$ cat src/rtl/vga_timing_pkg.sv
// Raster constants for 640x480@60, sync polarity encodings and the shared
// coordinate type used by the VGA sync generator.
package vga_timing_pkg;

  typedef logic [10:0] coord_t;

  localparam int H_ACTIVE_640 = 640;
  localparam int H_FP_640     = 16;
  localparam int H_SYNC_640   = 96;
  localparam int H_BP_640     = 48;

  localparam int V_ACTIVE_480 = 480;
  localparam int V_FP_480     = 10;
  localparam int V_SYNC_480   = 2;
  localparam int V_BP_480     = 33;

  localparam int SYNC_ACTIVE_LOW  = 0;
  localparam int SYNC_ACTIVE_HIGH = 1;

  // Length of one axis (pixels per line or lines per frame).
  function automatic int axis_total(input int active, input int fp,
                                    input int sync, input int bp);
    return active + fp + sync + bp;
  endfunction

  function automatic int h_total(input int active, input int fp,
                                 input int sync, input int bp);
    return axis_total(active, fp, sync, bp);
  endfunction

  function automatic int v_total(input int active, input int fp,
                                 input int sync, input int bp);
    return axis_total(active, fp, sync, bp);
  endfunction

endpackage

$ cat src/rtl/vga_axis_counter.sv
// One raster axis: wrapping position counter plus decode of the sync and
// visible windows. The decodes look at the value being loaded this edge so
// the parent can register them in lockstep with the count.
import vga_timing_pkg::*;

module vga_axis_counter #(
  parameter int ACTIVE = H_ACTIVE_640,
  parameter int FP     = H_FP_640,
  parameter int SYNC   = H_SYNC_640,
  parameter int BP     = H_BP_640
) (
  input  logic        i_clk,
  input  logic        i_clear,
  input  logic        i_en,
  output logic [10:0] o_count,
  output logic        o_wrap,
  output logic        o_sync_active,
  output logic        o_in_active
);

  localparam int     TOTAL   = axis_total(ACTIVE, FP, SYNC, BP);
  localparam coord_t LAST    = coord_t'(TOTAL - 1);
  localparam coord_t SYNC_LO = coord_t'(ACTIVE + FP);
  localparam coord_t SYNC_HI = coord_t'(ACTIVE + FP + SYNC);
  localparam coord_t ACT_END = coord_t'(ACTIVE);

  coord_t r_count;
  coord_t w_count_step;
  coord_t w_count_nxt;

  always_comb begin
    w_count_step = r_count;
    if (i_en) begin
      if (r_count == LAST) w_count_step = '0;
      else                 w_count_step = r_count + coord_t'(1);
    end
  end

  assign w_count_nxt = i_clear ? '0 : w_count_step;

  always_ff @(posedge i_clk) begin
    if (i_clear) r_count <= '0;
    else         r_count <= w_count_step;
  end

  assign o_count       = r_count;
  assign o_wrap        = (r_count == LAST);
  assign o_sync_active = (w_count_nxt >= SYNC_LO) && (w_count_nxt < SYNC_HI);
  assign o_in_active   = (w_count_nxt < ACT_END);

endmodule

$ cat src/rtl/vga_sync_gen.sv
// VGA raster timing generator: pixel-rate divider, h/v position counters and
// registered sync/active decode. Define VGA_SYNC_FRAME_COUNT_EN to add frame_cnt/frame_start.
import vga_timing_pkg::*;

module vga_sync_gen #(
  parameter int PCLK_DIV = 1,
  parameter int H_ACTIVE = H_ACTIVE_640,
  parameter int H_FP     = H_FP_640,
  parameter int H_SYNC   = H_SYNC_640,
  parameter int H_BP     = H_BP_640,
  parameter int V_ACTIVE = V_ACTIVE_480,
  parameter int V_FP     = V_FP_480,
  parameter int V_SYNC   = V_SYNC_480,
  parameter int V_BP     = V_BP_480,
  parameter int SYNC_POL = SYNC_ACTIVE_LOW
) (
  input  logic        clk,
  input  logic        reset,
  output logic        hsync,
  output logic        vsync,
  output logic [10:0] x_px,
  output logic [10:0] y_px,
  output logic        activevideo,
`ifdef VGA_SYNC_FRAME_COUNT_EN
  output logic [15:0] frame_cnt,
  output logic        frame_start,
`endif
  output logic        px_clk
);

  localparam logic SYNC_ON  = (SYNC_POL == SYNC_ACTIVE_HIGH);
  localparam logic SYNC_OFF = ~SYNC_ON;

  logic w_tick;

  generate
    if (PCLK_DIV == 1) begin : g_div1
      // First edge after reset only shows (0,0) as active; counting starts on the next.
      logic r_armed;

      always_ff @(posedge clk) begin
        if (reset) r_armed <= 1'b0;
        else       r_armed <= 1'b1;
      end

      assign w_tick = r_armed;
      assign px_clk = clk;
    end else begin : g_divn
      localparam int               DIV_W    = $clog2(PCLK_DIV);
      localparam logic [DIV_W-1:0] DIV_LAST = DIV_W'(PCLK_DIV - 1);
      localparam logic [DIV_W-1:0] DIV_HALF = DIV_W'(PCLK_DIV / 2);

      logic [DIV_W-1:0] r_div;
      logic [DIV_W-1:0] w_div_nxt;
      logic             r_px_clk;

      assign w_div_nxt = (r_div == DIV_LAST) ? '0 : r_div + DIV_W'(1);

      // px_clk is high for the first half of each divider period.
      always_ff @(posedge clk) begin
        if (reset) begin
          r_div    <= '0;
          r_px_clk <= 1'b1;
        end else begin
          r_div    <= w_div_nxt;
          r_px_clk <= (w_div_nxt < DIV_HALF);
        end
      end

      assign w_tick = (r_div == DIV_LAST);
      assign px_clk = r_px_clk;
    end
  endgenerate

  coord_t w_h_count;
  coord_t w_v_count;
  logic   w_h_wrap;
  logic   w_v_wrap;
  logic   w_h_sync;
  logic   w_v_sync;
  logic   w_h_in;
  logic   w_v_in;
  logic   w_v_en;

  assign w_v_en = w_tick & w_h_wrap;

  vga_axis_counter #(
    .ACTIVE (H_ACTIVE),
    .FP     (H_FP),
    .SYNC   (H_SYNC),
    .BP     (H_BP)
  ) u_h_axis (
    .i_clk         (clk),
    .i_clear       (reset),
    .i_en          (w_tick),
    .o_count       (w_h_count),
    .o_wrap        (w_h_wrap),
    .o_sync_active (w_h_sync),
    .o_in_active   (w_h_in)
  );

  vga_axis_counter #(
    .ACTIVE (V_ACTIVE),
    .FP     (V_FP),
    .SYNC   (V_SYNC),
    .BP     (V_BP)
  ) u_v_axis (
    .i_clk         (clk),
    .i_clear       (reset),
    .i_en          (w_v_en),
    .o_count       (w_v_count),
    .o_wrap        (w_v_wrap),
    .o_sync_active (w_v_sync),
    .o_in_active   (w_v_in)
  );

  logic r_hsync;
  logic r_vsync;
  logic r_active;

  always_ff @(posedge clk) begin
    if (reset) begin
      r_hsync  <= SYNC_OFF;
      r_vsync  <= SYNC_OFF;
      r_active <= 1'b0;
    end else begin
      r_hsync  <= w_h_sync ? SYNC_ON : SYNC_OFF;
      r_vsync  <= w_v_sync ? SYNC_ON : SYNC_OFF;
      r_active <= w_h_in & w_v_in;
    end
  end

  assign hsync       = r_hsync;
  assign vsync       = r_vsync;
  assign activevideo = r_active;
  assign x_px        = w_h_count;
  assign y_px        = w_v_count;

`ifdef VGA_SYNC_FRAME_COUNT_EN
  logic        w_frame_wrap;
  logic [15:0] r_frame_cnt;
  logic        r_frame_start;

  assign w_frame_wrap = w_tick & w_h_wrap & w_v_wrap;

  always_ff @(posedge clk) begin
    if (reset) begin
      r_frame_cnt   <= '0;
      r_frame_start <= 1'b0;
    end else begin
      r_frame_start <= w_frame_wrap;
      if (w_frame_wrap) r_frame_cnt <= r_frame_cnt + 16'd1;
    end
  end

  assign frame_cnt   = r_frame_cnt;
  assign frame_start = r_frame_start;
`else
  logic w_v_wrap_unused;
  assign w_v_wrap_unused = w_v_wrap;
`endif

endmodule

$ cat config.mk
export PLATFORM = sky130hd
export DESIGN_NAME = vga_sync_gen
export DESIGN_NICKNAME = d
export VERILOG_FILES = /design/src/rtl/vga_timing_pkg.sv /design/src/rtl/vga_axis_counter.sv /design/src/rtl/vga_sync_gen.sv
export SDC_FILE = /design/constraint.sdc
export NUM_CORES = 1
export LEC_CHECK = 0
export BUFFER_PORTS_ARGS = -buffer_cell sky130_fd_sc_hd__buf_2
export CORE_MARGIN = 5
export CORE_UTILIZATION = 36
export DETAILED_ROUTE_END_ITERATION = 10
export SLEW_MARGIN = 30
export SYNTH_ARGS = -nofsm -noshare
export SYNTH_HDL_FRONTEND = slang
export SYNTH_SLANG_ARGS = --single-unit
$ cat constraint.sdc
create_clock -name clk -period 6.8 [get_ports clk]
set_input_delay 1.36 -clock clk [delete_from_list [all_inputs] [get_ports clk]]
set_output_delay 1.36 -clock clk [all_outputs]
set_load 0.02 [all_outputs]
==> out/summary.json, run 1 <==
{
  "run_status": {
    "status": "finished clean"
  },
  "yosys": {
    "synth_top_cells_by_count": "sky130_fd_sc_hd__dfxtp_1, sky130_fd_sc_hd__nor2_1, sky130_fd_sc_hd__nand2_1",
    "synthesis.nets": 187,
    "synth-edff-count": 0,
    "ys_dominant_reg_cell": "sky130_fd_sc_hd__dfxtp_1",
    "synth_largest_type_area_fraction_pct": 36.2,
    "postSynth.asyncResetShare_pct": 0,
    "postSynthRegisterBits": 26,
    "ys_seq_area_share_pct": 36.2,
    "largest_cells_by_area_after_synthesis": "sky130_fd_sc_hd__dfxtp_1, sky130_fd_sc_hd__nor2_1, sky130_fd_sc_hd__nand2_1",
    "synthDominantAreaCellType": "sky130_fd_sc_hd__dfxtp_1",
    "post_synthesis_cells": 182,
    "syn_area_um2": 1440,
    "yosys.cell_count.top_type": "sky130_fd_sc_hd__dfxtp_1",
    "synth.yosys.warnings": 0,
    "synth.distinct_cells": 44,
    "postSynthAreaPerCell_um2": 7.91
  },
  "sta": {
    "setup_repair_after_global_routing_missed_its_margin": "false",
    "clock_skew_ps": 4.62,
    "drv_slew": 0,
    "finalSetupViolations": 0,
    "worst_slack_ps": 1670,
    "hold_violations": 0,
    "max-slew-margin-rel_pct": 54.8,
    "fin_tns_setup_ps": 0,
    "max_slew.worst_pin.slew_ps": 671
  },
  "placement": {
    "dpl_worst_slack_ps": 1900,
    "routability_congestion": 0.842,
    "portBuffers": 27,
    "place.detailed.hpwl_um": 2660
  },
  "setup_path": {
    "critical_path_s_largest_stage_delay_ps": 150,
    "crit-reg2reg-capture": "vsync$_SDFF_PP1_",
    "cp_data_arrival_time_ps": 3770,
    "crit_path_max_fanout": 2,
    "critical_path.reg2reg.startpoint": "u_h_axis.o_count[0]$_DFF_P_",
    "worst_setup_path_startpoint": "clk",
    "crit_chain": "clkbuf_8 -> clkbuf_8 -> buf_2",
    "timing.critical_path.from_type": "clock port",
    "r2r_setup_slack_ps": 4110,
    "worst_path_max_delay_cell": "sky130_fd_sc_hd__buf_2",
    "crit_family": "buffers and inverters",
    "setup.worst_path.class": "clock port to output port",
    "timing.critical_path.buf_inv": 3,
    "cell_repeated_most_along_the_worst_path": "sky130_fd_sc_hd__clkbuf_8",
    "critical_path_cell_count": 3,
    "worst-r2r-cell-count": 7,
    "endpoint": "px_clk",
    "critical_path.endpoint_type": "output port",
    "critPathRequiredTime_ps": 5440
  },
  "clock_tree": {
    "clkSlewWorstSetupHoldPaths_ps": 90,
    "hold_buffers": 0,
    "post_cts.resized_instances": 0,
    "cts_tree": "built",
    "post_cts.repair.setup_buffers": 0,
    "worstSkewPairLatency_ps": 380
  },
  "global_route": {
    "number_of_antenna_violations_at_the_first_check_in_global_routing": 0,
    "groute.usage.overall_pct": 15.7,
    "via_count_of_the_first_global_routing_pass": 1354,
    "wire_length_of_the_first_global_routing_pass_um": 6440,
    "grt-ovfl-total": 0,
    "grt_max_degree": 14
  },
  "pwr": {
    "power_density_nw_per_um2": 195,
    "leakagePower_uw": 0.000662,
    "power.share.combinational_pct": 6.5,
    "intPower_uw": 245,
    "ir_worst_vdd_uv": 89.2,
    "pwr-share-clk_pct": 44.4,
    "power.net_switching_uw": 85.9,
    "seq_power_share_pct": 49.1,
    "netSwitchingFraction_pct": 26.0
  },
  "route": {
    "drcViolationCount": 0,
    "drt-initial-drc-count": 139,
    "wire_per_inst_um": 14.1,
    "detailroute.via_count": 1423,
    "route.antenna.remaining_nets": 0,
    "totalWireLength_um": 3630,
    "detailedRoute.firstPassIterationCount": 4,
    "vias_per_cell": 5.54
  },
  "worst_hold_path": {
    "hold_class": "flip-flop to flip-flop"
  },
  "die": {
    "fp.dieH_um": 73.2,
    "pin_count": 28,
    "rows": 23,
    "fp.dieArea_um2": 5360,
    "initial_utilization_pct": 36.5,
    "die_width_um": 73.2,
    "core-area_um2": 3940
  },
  "layout": {
    "area_growth_pct": 17.6,
    "antenna_diode_count": 0,
    "final_nets": 214,
    "drive_gt1_share_pct": 19.3
  },
  "flow_run": {
    "reported_max_cap_violation_count": 0
  }
}
[worst min path at each step]
stage	from	endpoint	depth (start not counted)
3_3_place_gp	u_v_axis.o_count[0]$_DFF_P_	u_v_axis.o_count[0]$_DFF_P_	2
5_1_grt	u_v_axis.o_count[0]$_DFF_P_	u_v_axis.o_count[0]$_DFF_P_	2
3_5_place_dp	u_v_axis.o_count[0]$_DFF_P_	u_v_axis.o_count[0]$_DFF_P_	2
2_1_floorplan	u_v_axis.o_count[9]$_DFF_P_	u_v_axis.o_count[9]$_DFF_P_	1
4_1_cts	u_v_axis.o_count[0]$_DFF_P_	u_v_axis.o_count[0]$_DFF_P_	2
6_report	u_v_axis.o_count[0]$_DFF_P_	u_v_axis.o_count[0]$_DFF_P_	2
[layout by cell type (no fill, tap or decap), drive strengths merged, types with 2 or more instances in the layout]
cell and count:
a211oi 2, a21boi 2, a21oi 9, a31oi 3, and3 4, buf 28
clkbuf 6, dfxtp 26, ha 3, inv 9, mux2i 2, nand2 19
nand3 5, nand4 8, nor2 21, nor3 4, nor4 7, nor4b 4
o21ai 11, o31ai 2, o32ai 3, or2 2, or4 3, xnor2 7
xor2 3
[logic make-up (layout without fill, tap and decap cells)]
group / after synthesis / count (layout) / synth area share [%]
and+or+nand+nor: 82 / 82 / 30.3
AOI/OAI and AO/OA: 40 / 40 / 17.8
DFF: 26 / 26 / 36.2
buffers and inverters: 19 / 44 / 5.56
xor gates and xnor gates: 10 / 10 / 6.09
adders and majority gates: 3 / 3 / 2.61
muxes: 2 / 2 / 1.39
[cell type report]
type | instances | area [um^2]
flip-flops and latches | 26 | 520
multi-input cells | 137 | 846
clock buffers | 7 | 87.6
repair buffers | 27 | 138
well taps | 50 | 62.6
fillers | 387 | 2250
inverters | 10 | 37.5
[worst register-to-register path, stage by stage (launching register included)]
cell and delay, ps:
sky130_fd_sc_hd__dfxtp_1 470, sky130_fd_sc_hd__ha_1 330, sky130_fd_sc_hd__nand2_1 230, sky130_fd_sc_hd__nor4_1 630, sky130_fd_sc_hd__a31oi_1 170, sky130_fd_sc_hd__nor3_1 280, sky130_fd_sc_hd__nor4b_2 320, sky130_fd_sc_hd__nand4_1 130
[power by group through the flow]
stage / Clock, uW / Combinational, uW / Sequential [uW]
finish: 147 / 21.6 / 162
global route: 161 / 23.9 / 164
CTS: 150 / 21.9 / 162
detailed placement: 13.7 / 21.9 / 166
global placement: 13.7 / 21.9 / 166
floorplan: 17.2 / 14.2 / 166
[state kept, by name, indices dropped and copies added (netlist names)]
register,cells
activevideo,1
g_div1.r_armed,1
hsync,1
u_h_axis.o_count,11
u_v_axis.o_count,11
vsync,1
[per-layer routing]
metal  wire [um]  GRT usage (%)  vias to the layer above
met5           0              0                        -
met4          47           5.74                        0
met3         265           6.75                        6
met2        1660           22.7                       51
met1        1660           20.6                      653
li1            -              -                      713
[metrics by stage]
step	instance area, um^2	cells	hold slack [ps]	util, %	power (uW)
6_report	1690	257	552	42.9	331
5_1_grt	1690	257	587	42.9	349
4_1_cts	1690	257	562	42.9	334
3_5_place_dp	1610	251	548	40.8	201
3_3_place_gp	1610	251	531	40.8	202
2_1_floorplan	1440	182	590	-	198
Note: power is estimated with default switching activity, not from simulation.
==> run 2, diff against run 1 <==
ABC_AREA = 1   (was not set)
clock period = 4.9 ns   (was 6.8 ns; I/O delays follow)
==> out/summary.json, run 2 <==
{
  "layout": {
    "drive_gt1_share": {"value": 21.9, "unit": "%", "change": "was 19.3%"},
    "final_nets": {"value": 276, "change": "was 214"},
    "most_common_cell_after_layout_fill_and_taps_aside": {"value": "sky130_fd_sc_hd__nand2_1", "change": "was sky130_fd_sc_hd__buf_2"},
    "stdcell_count": {"value": 322, "change": "was 257"},
    "antenna_diode_count": {"value": 0, "change": "unchanged"},
    "area_growth": {"value": 16.0, "unit": "%", "change": "was 17.6%"},
    "most_used_cells_in_the_layout_excluding_fill_and_tap_cells": {"value": "sky130_fd_sc_hd__nand2_1, sky130_fd_sc_hd__inv_1, sky130_fd_sc_hd__nor2_1", "change": "was sky130_fd_sc_hd__buf_2, sky130_fd_sc_hd__dfxtp_1, sky130_fd_sc_hd__nor2_1"}
  },
  "route": {
    "detailroute.via_count": {"value": 1480, "change": "was 1423"},
    "totalWireLength": {"value": 3540, "unit": "um", "change": "was 3630 um"},
    "drt-initial-drc-count": {"value": 73, "change": "was 139"},
    "vias_per_cell": {"value": 4.60, "change": "was 5.54"},
    "route.antenna.remaining_nets": {"value": 0, "change": "unchanged"},
    "detailedRoute.firstPassIterationCount": {"value": 4, "change": "unchanged"},
    "wire_per_inst": {"value": 11.0, "unit": "um", "change": "was 14.1 um"},
    "drcViolationCount": {"value": 0, "change": "unchanged"}
  },
  "die": {
    "die_width": {"value": 76.2, "unit": "um", "change": "was 73.2 um"},
    "pin_count": {"value": 28, "change": "unchanged"},
    "fp.dieH": {"value": 76.2, "unit": "um", "change": "was 73.2 um"},
    "rows": {"value": 24, "change": "was 23"},
    "core-area": {"value": 4290, "unit": "um^2", "change": "was 3940 um^2"},
    "initial_utilization": {"value": 36.7, "unit": "%", "change": "was 36.5%"},
    "fp.dieArea": {"value": 5810, "unit": "um^2", "change": "was 5360 um^2"}
  },
  "placement": {
    "portBuffers": {"value": 27, "change": "unchanged"},
    "place.detailed.hpwl": {"value": 2780, "unit": "um", "change": "was 2660 um"},
    "placed_cells_incl_taps": {"value": 315, "change": "was 251"},
    "routability_congestion": {"value": 0.854, "change": "was 0.842"}
  },
  "yosys": {
    "synthesis.nets": {"value": 245, "change": "was 187"},
    "largest_cells_by_area_after_synthesis": {"value": "sky130_fd_sc_hd__dfxtp_1, sky130_fd_sc_hd__nand2_1, sky130_fd_sc_hd__nand3_1", "change": "was sky130_fd_sc_hd__dfxtp_1, sky130_fd_sc_hd__nor2_1, sky130_fd_sc_hd__nand2_1"},
    "synth_largest_type_area_fraction": {"value": 33.0, "unit": "%", "change": "was 36.2%"},
    "ys_seq_area_share": {"value": 33.0, "unit": "%", "change": "was 36.2%"},
    "synth-edff-count": {"value": 0, "change": "unchanged"},
    "yosys.cell_count.top_type": {"value": "sky130_fd_sc_hd__nand2_1", "change": "was sky130_fd_sc_hd__dfxtp_1"},
    "synthDominantAreaCellType": {"value": "sky130_fd_sc_hd__dfxtp_1", "change": "unchanged"},
    "postSynthRegisterBits": {"value": 26, "change": "unchanged"},
    "synth_top_cells_by_count": {"value": "sky130_fd_sc_hd__nand2_1, sky130_fd_sc_hd__inv_1, sky130_fd_sc_hd__nor2_1", "change": "was sky130_fd_sc_hd__dfxtp_1, sky130_fd_sc_hd__nor2_1, sky130_fd_sc_hd__nand2_1"},
    "postSynth.asyncResetShare": {"value": 0, "unit": "%", "change": "unchanged"},
    "postSynthAreaPerCell": {"value": 6.57, "unit": "um^2", "change": "was 7.91 um^2"},
    "post_synthesis_cells": {"value": 240, "change": "was 182"},
    "synth.yosys.warnings": {"value": 0, "change": "unchanged"},
    "ys_dominant_reg_cell": {"value": "sky130_fd_sc_hd__dfxtp_1", "change": "unchanged"},
    "syn_area": {"value": 1580, "unit": "um^2", "change": "was 1440 um^2"},
    "synth.distinct_cells": {"value": 28, "change": "was 44"}
  },
  "global_route": {
    "grt-ovfl-total": {"value": 0, "change": "unchanged"},
    "number_of_antenna_violations_at_the_first_check_in_global_routing": {"value": 0, "change": "unchanged"},
    "wire_length_of_the_first_global_routing_pass": {"value": 6350, "unit": "um", "change": "was 6440 um"},
    "grt_max_degree": {"value": 15, "change": "was 14"},
    "groute.usage.overall": {"value": 13.5, "unit": "%", "change": "was 15.7%"},
    "via_count_of_the_first_global_routing_pass": {"value": 1455, "change": "was 1354"}
  },
  "clock_tree": {
    "hold_buffers": {"value": 0, "change": "unchanged"},
    "post_cts.repair.setup_buffers": {"value": 0, "change": "unchanged"},
    "clkSlewWorstSetupHoldPaths": {"value": 90, "unit": "ps", "change": "about the same"},
    "worstSkewPairLatency": {"value": 370, "unit": "ps", "change": "was 380 ps"},
    "post_cts.resized_instances": {"value": 0, "change": "unchanged"},
    "cts_tree": {"value": "built", "change": "unchanged"}
  },
  "setup_path": {
    "timing.critical_path.from_type": {"value": "clock port", "change": "unchanged"},
    "crit_path_max_fanout": {"value": 2, "change": "unchanged"},
    "setup.worst_path.class": {"value": "clock port to output port", "change": "unchanged"},
    "critical_path.endpoint_type": {"value": "output port", "change": "unchanged"},
    "critPathRequiredTime": {"value": 3920, "unit": "ps", "change": "was 5440 ps"},
    "worst-r2r-cell-count": {"value": 11, "change": "was 7"},
    "cp_data_arrival_time": {"value": 2820, "unit": "ps", "change": "was 3770 ps"},
    "r2r_setup_slack": {"value": 3120, "unit": "ps", "change": "was 4110 ps"}
  },
  "pwr": {
    "ir_worst_vdd": {"value": 114, "unit": "uV", "change": "was 89.2 uV"},
    "power_density": {"value": 250, "unit": "nW/um^2", "change": "was 195 nW/um^2"},
    "leakagePower": {"value": 0.000901, "unit": "uW", "change": "was 0.000662 uW"}
  },
  "sta": {
    "fin_tns_setup": {"value": 0, "unit": "ps", "change": "unchanged"},
    "drv_slew": {"value": 0, "change": "unchanged"},
    "finalSetupViolations": {"value": 0, "change": "unchanged"},
    "setup_repair_after_global_routing_missed_its_margin": {"value": "false", "change": "unchanged"},
    "max_slew.worst_pin.slew": {"value": 294, "unit": "ps", "change": "was 671 ps"},
    "clock_skew": {"value": 1.91, "unit": "ps", "change": "was 4.62 ps"},
    "max-slew-margin-rel": {"value": 80.3, "unit": "%", "change": "was 54.8%"},
    "hold_violations": {"value": 0, "change": "unchanged"}
  },
  "flow_run": {
    "reported_max_cap_violation_count": {"value": 0, "change": "unchanged"}
  },
  "worst_hold_path": {
    "hold_class": {"value": "flip-flop to flip-flop", "change": "unchanged"},
    "min_path_cells": {"value": 2, "change": "unchanged"}
  },
  "run_status": {
    "status": {"value": "finished clean", "change": "unchanged"}
  }
}
## run 2: final cells by class
type | count | area [um^2]
clock buffers | 8 | 101
fillers | 461 | 2460
inverters | 36 | 135
multi-input cells | 174 | 878
flip-flops and latches | 26 | 520
well taps | 52 | 65.1
repair buffers | 26 | 130
## run 2: path summary, 6_finish.rpt
path,startpoint,endpoint
max reg2reg,u_h_axis.o_count[1]$_DFF_P_,activevideo$_SDFF_PP0_
min reg2reg,u_v_axis.o_count[10]$_DFF_P_,u_v_axis.o_count[10]$_DFF_P_
min,u_v_axis.o_count[10]$_DFF_P_,u_v_axis.o_count[10]$_DFF_P_
max,clk,px_clk
## run 2: logic make-up after synthesis
kind of cell / synth area share (%)
simple gates: 47.7
buf+inv: 11.3
flops: 33.0
compound gates: 4.44
fa+ha+maj: 2.38
xor+xnor: 1.11
## run 2: layer usage
| layer | up-vias | global-route usage [%] | share of wire, % |
|---|---|---|---|
| met1 | 631 | 17.0 | 49 |
| li1 | 810 | - | - |
| met4 | 0 | 8.22 | 1.9 |
| met5 | - | 0 | 0 |
| met2 | 33 | 20.0 | 44 |
| met3 | 6 | 4.02 | 5.7 |
## run 2: worst max-delay path: stages
cell and delay (ps):
sky130_fd_sc_hd__clkbuf_8 110, sky130_fd_sc_hd__clkbuf_8 120, sky130_fd_sc_hd__buf_2 150
## run 2: where the power goes
part	total, uW	internal, uW	switching (uW)
combinational	18.4	5.63	12.8
clock	222	129	92.6
sequential	217	214	3.01
total	457	349	108
## run 2: through the flow
step | power [uW] | hold WS, ps | utilization [%] | setup WS, ps | cell area (um^2)
final | 457 | 528 | 42.6 | 1100 | 1830
after global routing | 479 | 581 | 42.6 | 1090 | 1830
after CTS | 466 | 533 | 42.6 | 1090 | 1830
after detailed placement | 259 | 518 | 40.4 | 1330 | 1730
after global placement | 259 | 521 | 40.4 | 1330 | 1730
after floorplan | 260 | 539 | - | 1340 | 1580
